File: src/rtl/ram_arbiter.sv
// Round-robin arbiter sharing a single registered-read block RAM port
// between NUM_REQS req/ack requesters, one access per three cycles.
module ram_arbiter #(
  parameter int ADDR_BITS = 3,
  parameter int WORD_BITS = 8,
  parameter int NUM_REQS  = 2
) (
  input  logic                          in_clk,
  input  logic                          in_rst,
  input  logic [NUM_REQS-1:0]           in_req,
  input  logic [NUM_REQS-1:0]           in_write,
  input  logic [NUM_REQS*ADDR_BITS-1:0] in_addr,
  input  logic [NUM_REQS*WORD_BITS-1:0] in_data,
  output logic [NUM_REQS-1:0]           out_grant,
  output logic [NUM_REQS-1:0]           out_ack,
  output logic [WORD_BITS-1:0]          out_data,
  output logic                          out_ram_read_ena,
  output logic                          out_ram_write_ena,
  output logic [ADDR_BITS-1:0]          out_ram_addr,
  output logic [WORD_BITS-1:0]          out_ram_data,
  input  logic [WORD_BITS-1:0]          in_ram_data
);

  localparam int PW = (NUM_REQS > 1) ? $clog2(NUM_REQS) : 1;

  typedef enum logic [1:0] {
    IDLE,
    ACCESS,
    WAIT
  } state_e;

  state_e                state_q, state_d;
  logic [PW-1:0]         ptr_q, ptr_d;
  logic                  wr_q, wr_d;
  logic [NUM_REQS-1:0]   grant_q, grant_d;
  logic [NUM_REQS-1:0]   ack_q, ack_d;
  logic [WORD_BITS-1:0]  rdata_q, rdata_d;
  logic                  ren_q, ren_d;
  logic                  wen_q, wen_d;
  logic [ADDR_BITS-1:0]  raddr_q, raddr_d;
  logic [WORD_BITS-1:0]  wdata_q, wdata_d;

  logic [ADDR_BITS-1:0]  addr_a [NUM_REQS];
  logic [WORD_BITS-1:0]  data_a [NUM_REQS];
  logic [NUM_REQS-1:0]   elig;
  logic                  found;
  logic [PW-1:0]         win;

  for (genvar g = 0; g < NUM_REQS; g++) begin : g_unpack
    assign addr_a[g] = in_addr[g*ADDR_BITS +: ADDR_BITS];
    assign data_a[g] = in_data[g*WORD_BITS +: WORD_BITS];
  end

  // A requester acked this cycle sits out one evaluation.
  always_comb begin
    elig  = in_req & ~ack_q;
    found = 1'b0;
    win   = ptr_q;
    for (int k = 1; k <= NUM_REQS; k++) begin
      int          idx;
      logic [PW-1:0] ci;
      idx = (int'(ptr_q) + k) % NUM_REQS;
      ci  = PW'(idx);
      if (!found && elig[ci]) begin
        found = 1'b1;
        win   = ci;
      end
    end
  end

  always_comb begin
    state_d = state_q;
    ptr_d   = ptr_q;
    wr_d    = wr_q;
    grant_d = grant_q;
    ack_d   = '0;
    rdata_d = rdata_q;
    ren_d   = 1'b0;
    wen_d   = 1'b0;
    raddr_d = '0;
    wdata_d = '0;
    unique case (state_q)
      IDLE: begin
        if (found) begin
          ptr_d        = win;
          wr_d         = in_write[win];
          grant_d      = '0;
          grant_d[win] = 1'b1;
          ren_d        = ~in_write[win];
          wen_d        = in_write[win];
          raddr_d      = addr_a[win];
          wdata_d      = data_a[win];
          state_d      = ACCESS;
        end
      end
      ACCESS: begin
        state_d = WAIT;
      end
      WAIT: begin
        rdata_d = wr_q ? '0 : in_ram_data;
        ack_d   = grant_q;
        grant_d = '0;
        state_d = IDLE;
      end
      default: begin
        state_d = IDLE;
      end
    endcase
  end

  always_ff @(posedge in_clk or posedge in_rst) begin
    if (in_rst) begin
      state_q <= IDLE;
      ptr_q   <= PW'(NUM_REQS - 1);
      wr_q    <= 1'b0;
      grant_q <= '0;
      ack_q   <= '0;
      rdata_q <= '0;
      ren_q   <= 1'b0;
      wen_q   <= 1'b0;
      raddr_q <= '0;
      wdata_q <= '0;
    end else begin
      state_q <= state_d;
      ptr_q   <= ptr_d;
      wr_q    <= wr_d;
      grant_q <= grant_d;
      ack_q   <= ack_d;
      rdata_q <= rdata_d;
      ren_q   <= ren_d;
      wen_q   <= wen_d;
      raddr_q <= raddr_d;
      wdata_q <= wdata_d;
    end
  end

  assign out_grant         = grant_q;
  assign out_ack           = ack_q;
  assign out_data          = rdata_q;
  assign out_ram_read_ena  = ren_q;
  assign out_ram_write_ena = wen_q;
  assign out_ram_addr      = raddr_q;
  assign out_ram_data      = wdata_q;

endmodule

File: config.mk
export PLATFORM = sky130hd
export DESIGN_NAME = ram_arbiter
export DESIGN_NICKNAME = d
export VERILOG_FILES = /design/src/rtl/ram_arbiter.sv
export SDC_FILE = /design/constraint.sdc
export NUM_CORES = 1
export LEC_CHECK = 0
export CAP_MARGIN = 0
export CORE_MARGIN = 2
export CORE_UTILIZATION = 40
export CTS_BUF_LIST = sky130_fd_sc_hd__clkbuf_8
export DETAILED_ROUTE_END_ITERATION = 6
export PLACE_DENSITY = 0.81
export SLEW_MARGIN = 25
export SYNTH_ARGS = -nofsm -noshare
export SYNTH_HDL_FRONTEND = slang
export SYNTH_SLANG_ARGS = --single-unit
File: constraint.sdc
create_clock -name in_clk -period 2 [get_ports in_clk]
set_clock_uncertainty 0.05 [all_clocks]
set_input_delay 0.3 -clock in_clk [delete_from_list [all_inputs] [get_ports in_clk]]
set_output_delay 0.3 -clock in_clk [all_outputs]
set_load 0.005 [all_outputs]
==> results of run 1 <==
metal layers:
layer | vias up | GRT usage [%] | routed length [microns]
li1 | 460 | - | -
met1 | 440 | 18.9 | 979
met2 | 47 | 28.7 | 1240
met3 | 6 | 10.9 | 356
met4 | 0 | 8.97 | 59
met5 | - | 0 | 0
worst max-delay path by stage:
| stage | start | endpoint | slack [ns] | cells past startpoint |
|---|---|---|---|---|
| after floorplan | ptr_q | out_ram_addr[0] | 0.57 | 5 |
| after CTS | out_grant[0] | out_grant[0] | 0.45 | 1 |
| after global routing | in_req[1] | ptr_q | 0.38 | 6 |
| after detailed placement | in_req[1] | wr_q | 0.19 | 6 |
| after global placement | in_req[0] | ptr_q | 0.24 | 6 |
| final | out_grant[0] | out_grant[0] | 0.45 | 1 |
state kept, by name (all words and copies together) (netlist names):
name and count:
state_q 2, wr_q 1, out_ram_read_ena 1, out_ram_write_ena 1, ptr_q 1, out_ack 2, out_data 8, out_grant 2
out_ram_addr 3, out_ram_data 8
cells by family (layout without fill, tap and decap cells):
group | count (synthesis) | after routing
AOI/OAI and AO/OA | 13 | 13
buffers and inverters | 8 | 74
DFF | 29 | 29
muxes | 12 | 12
and+or+nand+nor | 41 | 41
per-stage QoR:
step	hold slack, ns	cell area, sq um	util [%]	std cells	worst slack (ns)
after floorplan	0.327	1170	-	103	0.574
after global placement	0.404	1790	65.0	192	0.243
after detailed placement	0.406	1790	65.0	192	0.194
after CTS	0.346	1880	68.3	200	0.450
after global routing	0.390	1880	68.3	200	0.379
final	0.330	1880	68.3	200	0.455
cell type report:
class,instances,area share (%)
Timing Repair Buffer,62,32.7
Sequential cell,29,38.6
Clock buffer,6,4.39
Clock inverter,2,0.399
Multi-Input combinational cell,66,21.1
Tap cell,31,2.06
Inverter,4,0.797
Yosys cell counts, drive strengths merged:
| library cell | count | share of area, % |
|---|---|---|
| inv | 4 | 1.3 |
| a21oi | 2 | 1.2 |
| o21a | 1 | 0.64 |
| clkbuf | 2 | 0.64 |
| dfstp | 1 | 2.3 |
| nor2 | 15 | 4.8 |
| nand2b | 11 | 6.5 |
| buf | 2 | 1.7 |
| a211o | 1 | 0.86 |
| and2 | 1 | 0.54 |
| nand2 | 10 | 3.2 |
| mux2i | 12 | 10 |
| nor3b | 1 | 0.64 |
| nand3 | 2 | 0.86 |
| o21ai | 9 | 3.9 |
| nor2b | 1 | 0.54 |
| dfrtp | 28 | 60 |
cells in the final DEF (no fill, tap or decap):
cell type / count
sky130_fd_sc_hd__a211o_2: 1
sky130_fd_sc_hd__a21oi_1: 1
sky130_fd_sc_hd__a21oi_2: 1
sky130_fd_sc_hd__and2_1: 1
sky130_fd_sc_hd__buf_4: 2
sky130_fd_sc_hd__clkbuf_8: 6
sky130_fd_sc_hd__clkdlybuf4s50_1: 60
sky130_fd_sc_hd__dfrtp_1: 28
sky130_fd_sc_hd__dfstp_2: 1
sky130_fd_sc_hd__inv_1: 6
sky130_fd_sc_hd__mux2i_1: 12
sky130_fd_sc_hd__nand2_1: 10
sky130_fd_sc_hd__nand2b_1: 10
sky130_fd_sc_hd__nand2b_4: 1
sky130_fd_sc_hd__nand3_1: 2
sky130_fd_sc_hd__nor2_1: 15
sky130_fd_sc_hd__nor2b_1: 1
sky130_fd_sc_hd__nor3b_1: 1
sky130_fd_sc_hd__o21a_1: 1
sky130_fd_sc_hd__o21ai_0: 9
power by group through the flow:
stage                     clock network, uW  logic [uW]  registers [uW]
after floorplan                           0         492             977
after global placement                    0        1020             971
after detailed placement                  0        1060             984
after CTS                               490        1060             977
after global routing                    513        1150            1010
final                                   478        1050             974
==> flow_metrics.py, run 1 <==
metrics = {
    "synth": {
        "synth.net_count": 139,
        "synth-xor-area-share_pct": 0,
        "synth.distinct_cells": 20,
        "synthesis.instances": 103,
        "synth-simple-area-share_pct": 17.2,
        "synth_compound_gate_area_share_pct": 6.55,
        "mean_syn_cell_area_sq_um": 11.3,
        "postSynthRegisterBits": 29,
        "synthesis.area_sq_mm": 0.00117,
        "synth_mux_area_share_pct": 10.3,
        "adder_cell_share_of_the_synthesized_area_pct": 0,
        "synth_seq_area_share_pct": 62.3,
        "dominant_combinational_cell_family_by_area_after_synthesis": "simple AND/OR/NAND/NOR gates",
        "synth-warning-count": 0,
    },
    "run_status": {
        "run_status": "finished clean",
    },
    "job": {
        "cap_viol_max_count": 0,
    },
    "layout": {
        "nFillCells": 222,
        "layout-area-overhead-vs-synth_pct": 61.5,
        "final_layout_size_suffix_gt1_share_pct": 7.10,
        "antennaDiodeCount": 0,
        "net_count_reported_at_finish": 204,
        "multi_input_comb_area_sq_um": 397,
        "seq_area_sq_um": 727,
    },
    "timing": {
        "max_clock_freq_ghz": 0.647,
        "final_hold_vio_count": 0,
        "period_share_pct": 77.3,
        "finalCriticalPeriod_ns": 1.55,
        "timing.slew.headroom_pct": 58.5,
        "slew_viol_final": 0,
        "rsz0062_at_grt": "no",
        "totalNegativeSetupSlack_ns": 0,
        "tightestPinTransition_ns": 0.623,
        "setup-violations-final": 0,
    },
    "setup_path": {
        "worst-r2r-cell-count": 5,
        "cp.arrival_ns": 1.20,
        "r2r-end": "wr_q",
        "startpoint_type": "flip-flop",
        "crit_path_max_incr_delay_ns": 0.52,
        "critical_path.top_delay_family": "buffers and inverters",
        "crit_fanout": 3,
        "regToRegStartpoint": "out_ack[1]",
        "critPathKind": "reg -> out",
        "timing.critical_path.required_ns": 1.65,
        "timing.reg2reg.setup_slack_ns": 0.52,
        "critPathCaptureType": "output pin",
        "cpMaxStageDelayCell": "sky130_fd_sc_hd__clkdlybuf4s50_1",
        "worstPathCellList": "clkdlybuf4s50_1",
        "worst-path-buf-inv": 1,
    },
    "power_and_ir_drop": {
        "pwr-share-clk_pct": 19.1,
        "power.net_switching_uw": 776,
        "power_density_mw_per_mm2": 1330,
        "cell_internal_pwr_uw": 1720,
        "power.share.sequential_pct": 39.0,
        "report.power.total_uw": 2500,
        "sw_frac_of_total_pct": 31.1,
        "static_leakage_uw": 0.000867,
        "vdd_ir_drop_max_mv": 1.11,
        "pwr-share-comb_pct": 41.9,
    },
    "clock_network": {
        "clk_root_buffer_cell": "sky130_fd_sc_hd__clkbuf_8",
        "h-tree-depth": 2,
        "number_of_hold_repair_buffers_added_at_the_cts_stage": 0,
        "cts_tree": "built",
        "clk-insertion-delay-late_ns": 0.28,
        "cts.repair.resized": 0,
        "worst_setup_hold_path_clk_slew_ns": 0.06,
        "clock_tree.buffer_depth": 2,
        "cts_num_sinks": 29,
        "cts-buffers-inserted": 5,
        "post-cts-setup-buffers": 0,
    },
    "die": {
        "ioPinCount": 61,
        "row_count": 19,
        "placeableCoreArea_sq_mm": 0.00276,
        "floorplan.initialDensity_pct": 42.3,
        "floorplan.die_area_sq_mm": 0.00336,
        "die_width_microns": 58.0,
        "die-height_microns": 58.0,
    },
    "global_routing": {
        "global_route.usage.total_pct": 18.1,
        "grt-ovfl-total": 0,
        "first_global_vias": 969,
        "antenna_found_initial": 0,
        "grt_start_max_net_pins": 30,
        "global_route_wire_length_before_repair_microns": 4320,
    },
    "drt": {
        "detail-route-antenna-nets": 0,
        "wl_microns": 2640,
        "drtPass1Iterations": 3,
        "drcViolationCount": 0,
        "routed_wire_length_per_instance_microns": 13.2,
        "dr.first_iter.drc_count": 14,
        "num_vias": 953,
        "vias_per_cell": 4.77,
    },
    "placed_design": {
        "dpl.hpwl_microns": 1970,
        "gpl.final_weighted_congestion": 0.771,
        "i_o_buffers": 60,
    },
    "min_path": {
        "timing.hold.worst.class": "in -> async",
    },
}
No activity file was read; power rests on OpenSTA's default activity.
==> inputs of run 2 (changes only) <==
- clock period: 2 -> 1.54 ns (I/O delays scaled with it)
==> run 2 against run 1 <==
Compared with the run above:
- first-iteration DRC count fell by 14%
- critical path depth grew 4
- clock-buffer cell count stayed put
- power increased by 38%
- clock power up 28%
- via count is 3.1% higher
- largest power group unchanged
==> flow_metrics.py, run 2 (synthesized netlist as in run 1, its figures left out) <==
metrics = {
    "layout": {
        "final_area_sq_mm": 0.00196,
        "nFillCells": 200,
        "net_count_reported_at_finish": 209,
        "final_common_cell": "sky130_fd_sc_hd__clkdlybuf4s50_1",
        "final_cell_mix": "60 x sky130_fd_sc_hd__clkdlybuf4s50_1, 28 x sky130_fd_sc_hd__dfrtp_1, 15 x sky130_fd_sc_hd__nor2_1, 12 x sky130_fd_sc_hd__mux2i_1",
        "utilization_pct": 71.2,
        "final_layout_size_suffix_gt1_share_pct": 9.77,
        "post_layout_nonfiller_instances": 205,
        "layout-area-overhead-vs-synth_pct": 68.3,
        "antennaDiodeCount": 0,
    },
    "placed_design": {
        "placedCellCount": 194,
        "gpl.final_weighted_congestion": 0.720,
        "dpl.hpwl_microns": 1970,
        "dpl_cell_area_sq_mm": 0.00183,
        "i_o_buffers": 60,
        "preCtsSetupSlack_ns": -0.119,
    },
    "die": {
        "ioPinCount": 61,
        "floorplan.die_area_sq_mm": 0.00336,
        "die-height_microns": 58.0,
        "placeableCoreArea_sq_mm": 0.00276,
        "die_width_microns": 58.0,
        "row_count": 19,
        "floorplan.initialDensity_pct": 42.3,
    },
    "setup_path": {
        "cp.arrival_ns": 1.63,
        "worst-path-buf-inv": 1,
        "timing.critical_path.required_ns": 1.69,
        "timing.reg2reg.setup_slack_ns": 0.06,
        "critPathKind": "reg -> reg",
        "regToRegStartpoint": "ptr_q",
        "critical_path.top_delay_family": "flip-flops",
        "worstPathCellList": "nor3b_1 -> a21oi_2 -> buf_4 -> mux2i_1 -> and2_1",
        "cpMaxStageDelayCell": "sky130_fd_sc_hd__dfstp_2",
        "worst-r2r-cell-count": 5,
        "crit_fanout": 3,
        "crit_path_max_incr_delay_ns": 0.55,
        "r2r-end": "out_ram_read_ena",
        "startpoint_type": "flip-flop",
        "critPathCaptureType": "flip-flop",
        "crit_cells": 5,
    },
    "global_routing": {
        "grt_start_max_net_pins": 30,
        "global_route.usage.total_pct": 18.2,
        "global_route_wire_length_before_repair_microns": 4340,
        "antenna_found_initial": 0,
        "grt-ovfl-total": 0,
        "first_global_vias": 1022,
    },
    "drt": {
        "detail-route-antenna-nets": 0,
        "dr.first_iter.drc_count": 12,
        "vias_per_cell": 4.80,
        "drcViolationCount": 0,
        "routed_wire_length_per_instance_microns": 13.8,
        "drtPass1Iterations": 4,
        "num_vias": 983,
        "wl_microns": 2840,
    },
    "timing": {
        "timing.slew.headroom_pct": 58.8,
        "finalCriticalPeriod_ns": 1.48,
        "slew_viol_final": 0,
        "setup-violations-final": 0,
        "max_clock_freq_ghz": 0.674,
        "layout_setup_ws_ns": 0.0564,
        "tightestPinTransition_ns": 0.618,
        "final_hold_vio_count": 0,
        "period_share_pct": 96.3,
    },
    "clock_network": {
        "clk-insertion-delay-late_ns": 0.27,
        "worst_setup_hold_path_clk_slew_ns": 0.06,
        "cts.repair.resized": 0,
        "cts_num_sinks": 29,
        "h-tree-depth": 2,
        "cts_tree": "built",
        "cts-buffers-inserted": 5,
        "clk_root_buffer_cell": "sky130_fd_sc_hd__clkbuf_8",
        "clock_tree.buffer_depth": 2,
    },
    "job": {
        "cap_viol_max_count": 0,
    },
    "power_and_ir_drop": {
        "power.share.sequential_pct": 36.9,
        "sw_frac_of_total_pct": 30.4,
        "pwr-share-comb_pct": 45.3,
        "power.net_switching_uw": 1040,
        "vdd_ir_drop_max_mv": 1.07,
        "pwr-share-clk_pct": 17.8,
        "power_density_mw_per_mm2": 1750,
        "cell_internal_pwr_uw": 2390,
        "static_leakage_uw": 0.000908,
    },
    "min_path": {
        "timing.hold.worst.class": "in -> async",
    },
    "run_status": {
        "run_status": "finished clean",
    },
}
-- run 2: power by group through the flow --
| stage | logic, uW | registers, uW | clock network (uW) |
|---|---|---|---|
| after CTS | 1460 | 1270 | 633 |
| after detailed placement | 1450 | 1270 | 0 |
| final | 1560 | 1270 | 612 |
| after floorplan | 639 | 1270 | 0 |
| after global routing | 1680 | 1310 | 675 |
| after global placement | 1420 | 1260 | 0 |
-- run 2: layout make-up --
type | instances | area, sq um | share of cell area [%]
flip-flops and latches | 29 | 727 | 37.0
repair buffers | 67 | 696 | 35.4
multi-input cells | 66 | 397 | 20.2
clock buffers | 6 | 82.6 | 4.21
well taps | 31 | 38.8 | 1.98
inverters | 4 | 15.0 | 0.765
clock inverters | 2 | 7.51 | 0.382
-- run 2: worst reg2reg max path, stage by stage, from the launching register on --
cell and delay, ns:
sky130_fd_sc_hd__dfstp_2 0.55, sky130_fd_sc_hd__nor3b_1 0.06, sky130_fd_sc_hd__a21oi_2 0.11, sky130_fd_sc_hd__buf_4 0.16, sky130_fd_sc_hd__mux2i_1 0.29, sky130_fd_sc_hd__and2_1 0.19
-- run 2: worst max path at each step --
stage          startpoint          endpoint  slack, ns
6_report            ptr_q  out_ram_read_ena       0.06
5_1_grt             ptr_q  out_ram_read_ena     -0.004
4_1_cts        out_ack[1]        out_ack[1]       0.07
3_5_place_dp    in_req[0]   out_ram_data[6]      -0.12
3_3_place_gp    in_req[0]   out_ram_addr[0]      -0.09
2_1_floorplan       ptr_q   out_ram_addr[0]       0.11
-- run 2: what timing repair did --
action,4_1_cts,5_1_grt
setup buffers,0,2
hold buffers,0,0
endpoints found under the setup margin,0,1
-- run 2: metrics by stage --
| stage | TNS, ns | power (uW) | hold WS, ns |
|---|---|---|---|
| 2_1_floorplan | 0 | 1910 | 0.258 |
| 3_3_place_gp | -1.05 | 2680 | 0.398 |
| 3_5_place_dp | -1.53 | 2720 | 0.400 |
| 4_1_cts | 0 | 3360 | 0.261 |
| 5_1_grt | -0.00597 | 3670 | 0.266 |
| 6_report | 0 | 3430 | 0.270 |
-- run 2: per-layer routing --
metal / track usage (%) / wire length [microns] / vias up
met1: 17.4 / 1030 / 461
met3: 10.7 / 331 / 2
met2: 30.4 / 1450 / 47
met5: 0 / 0 / -
met4: 10.3 / 27 / 0
li1: - / - / 473
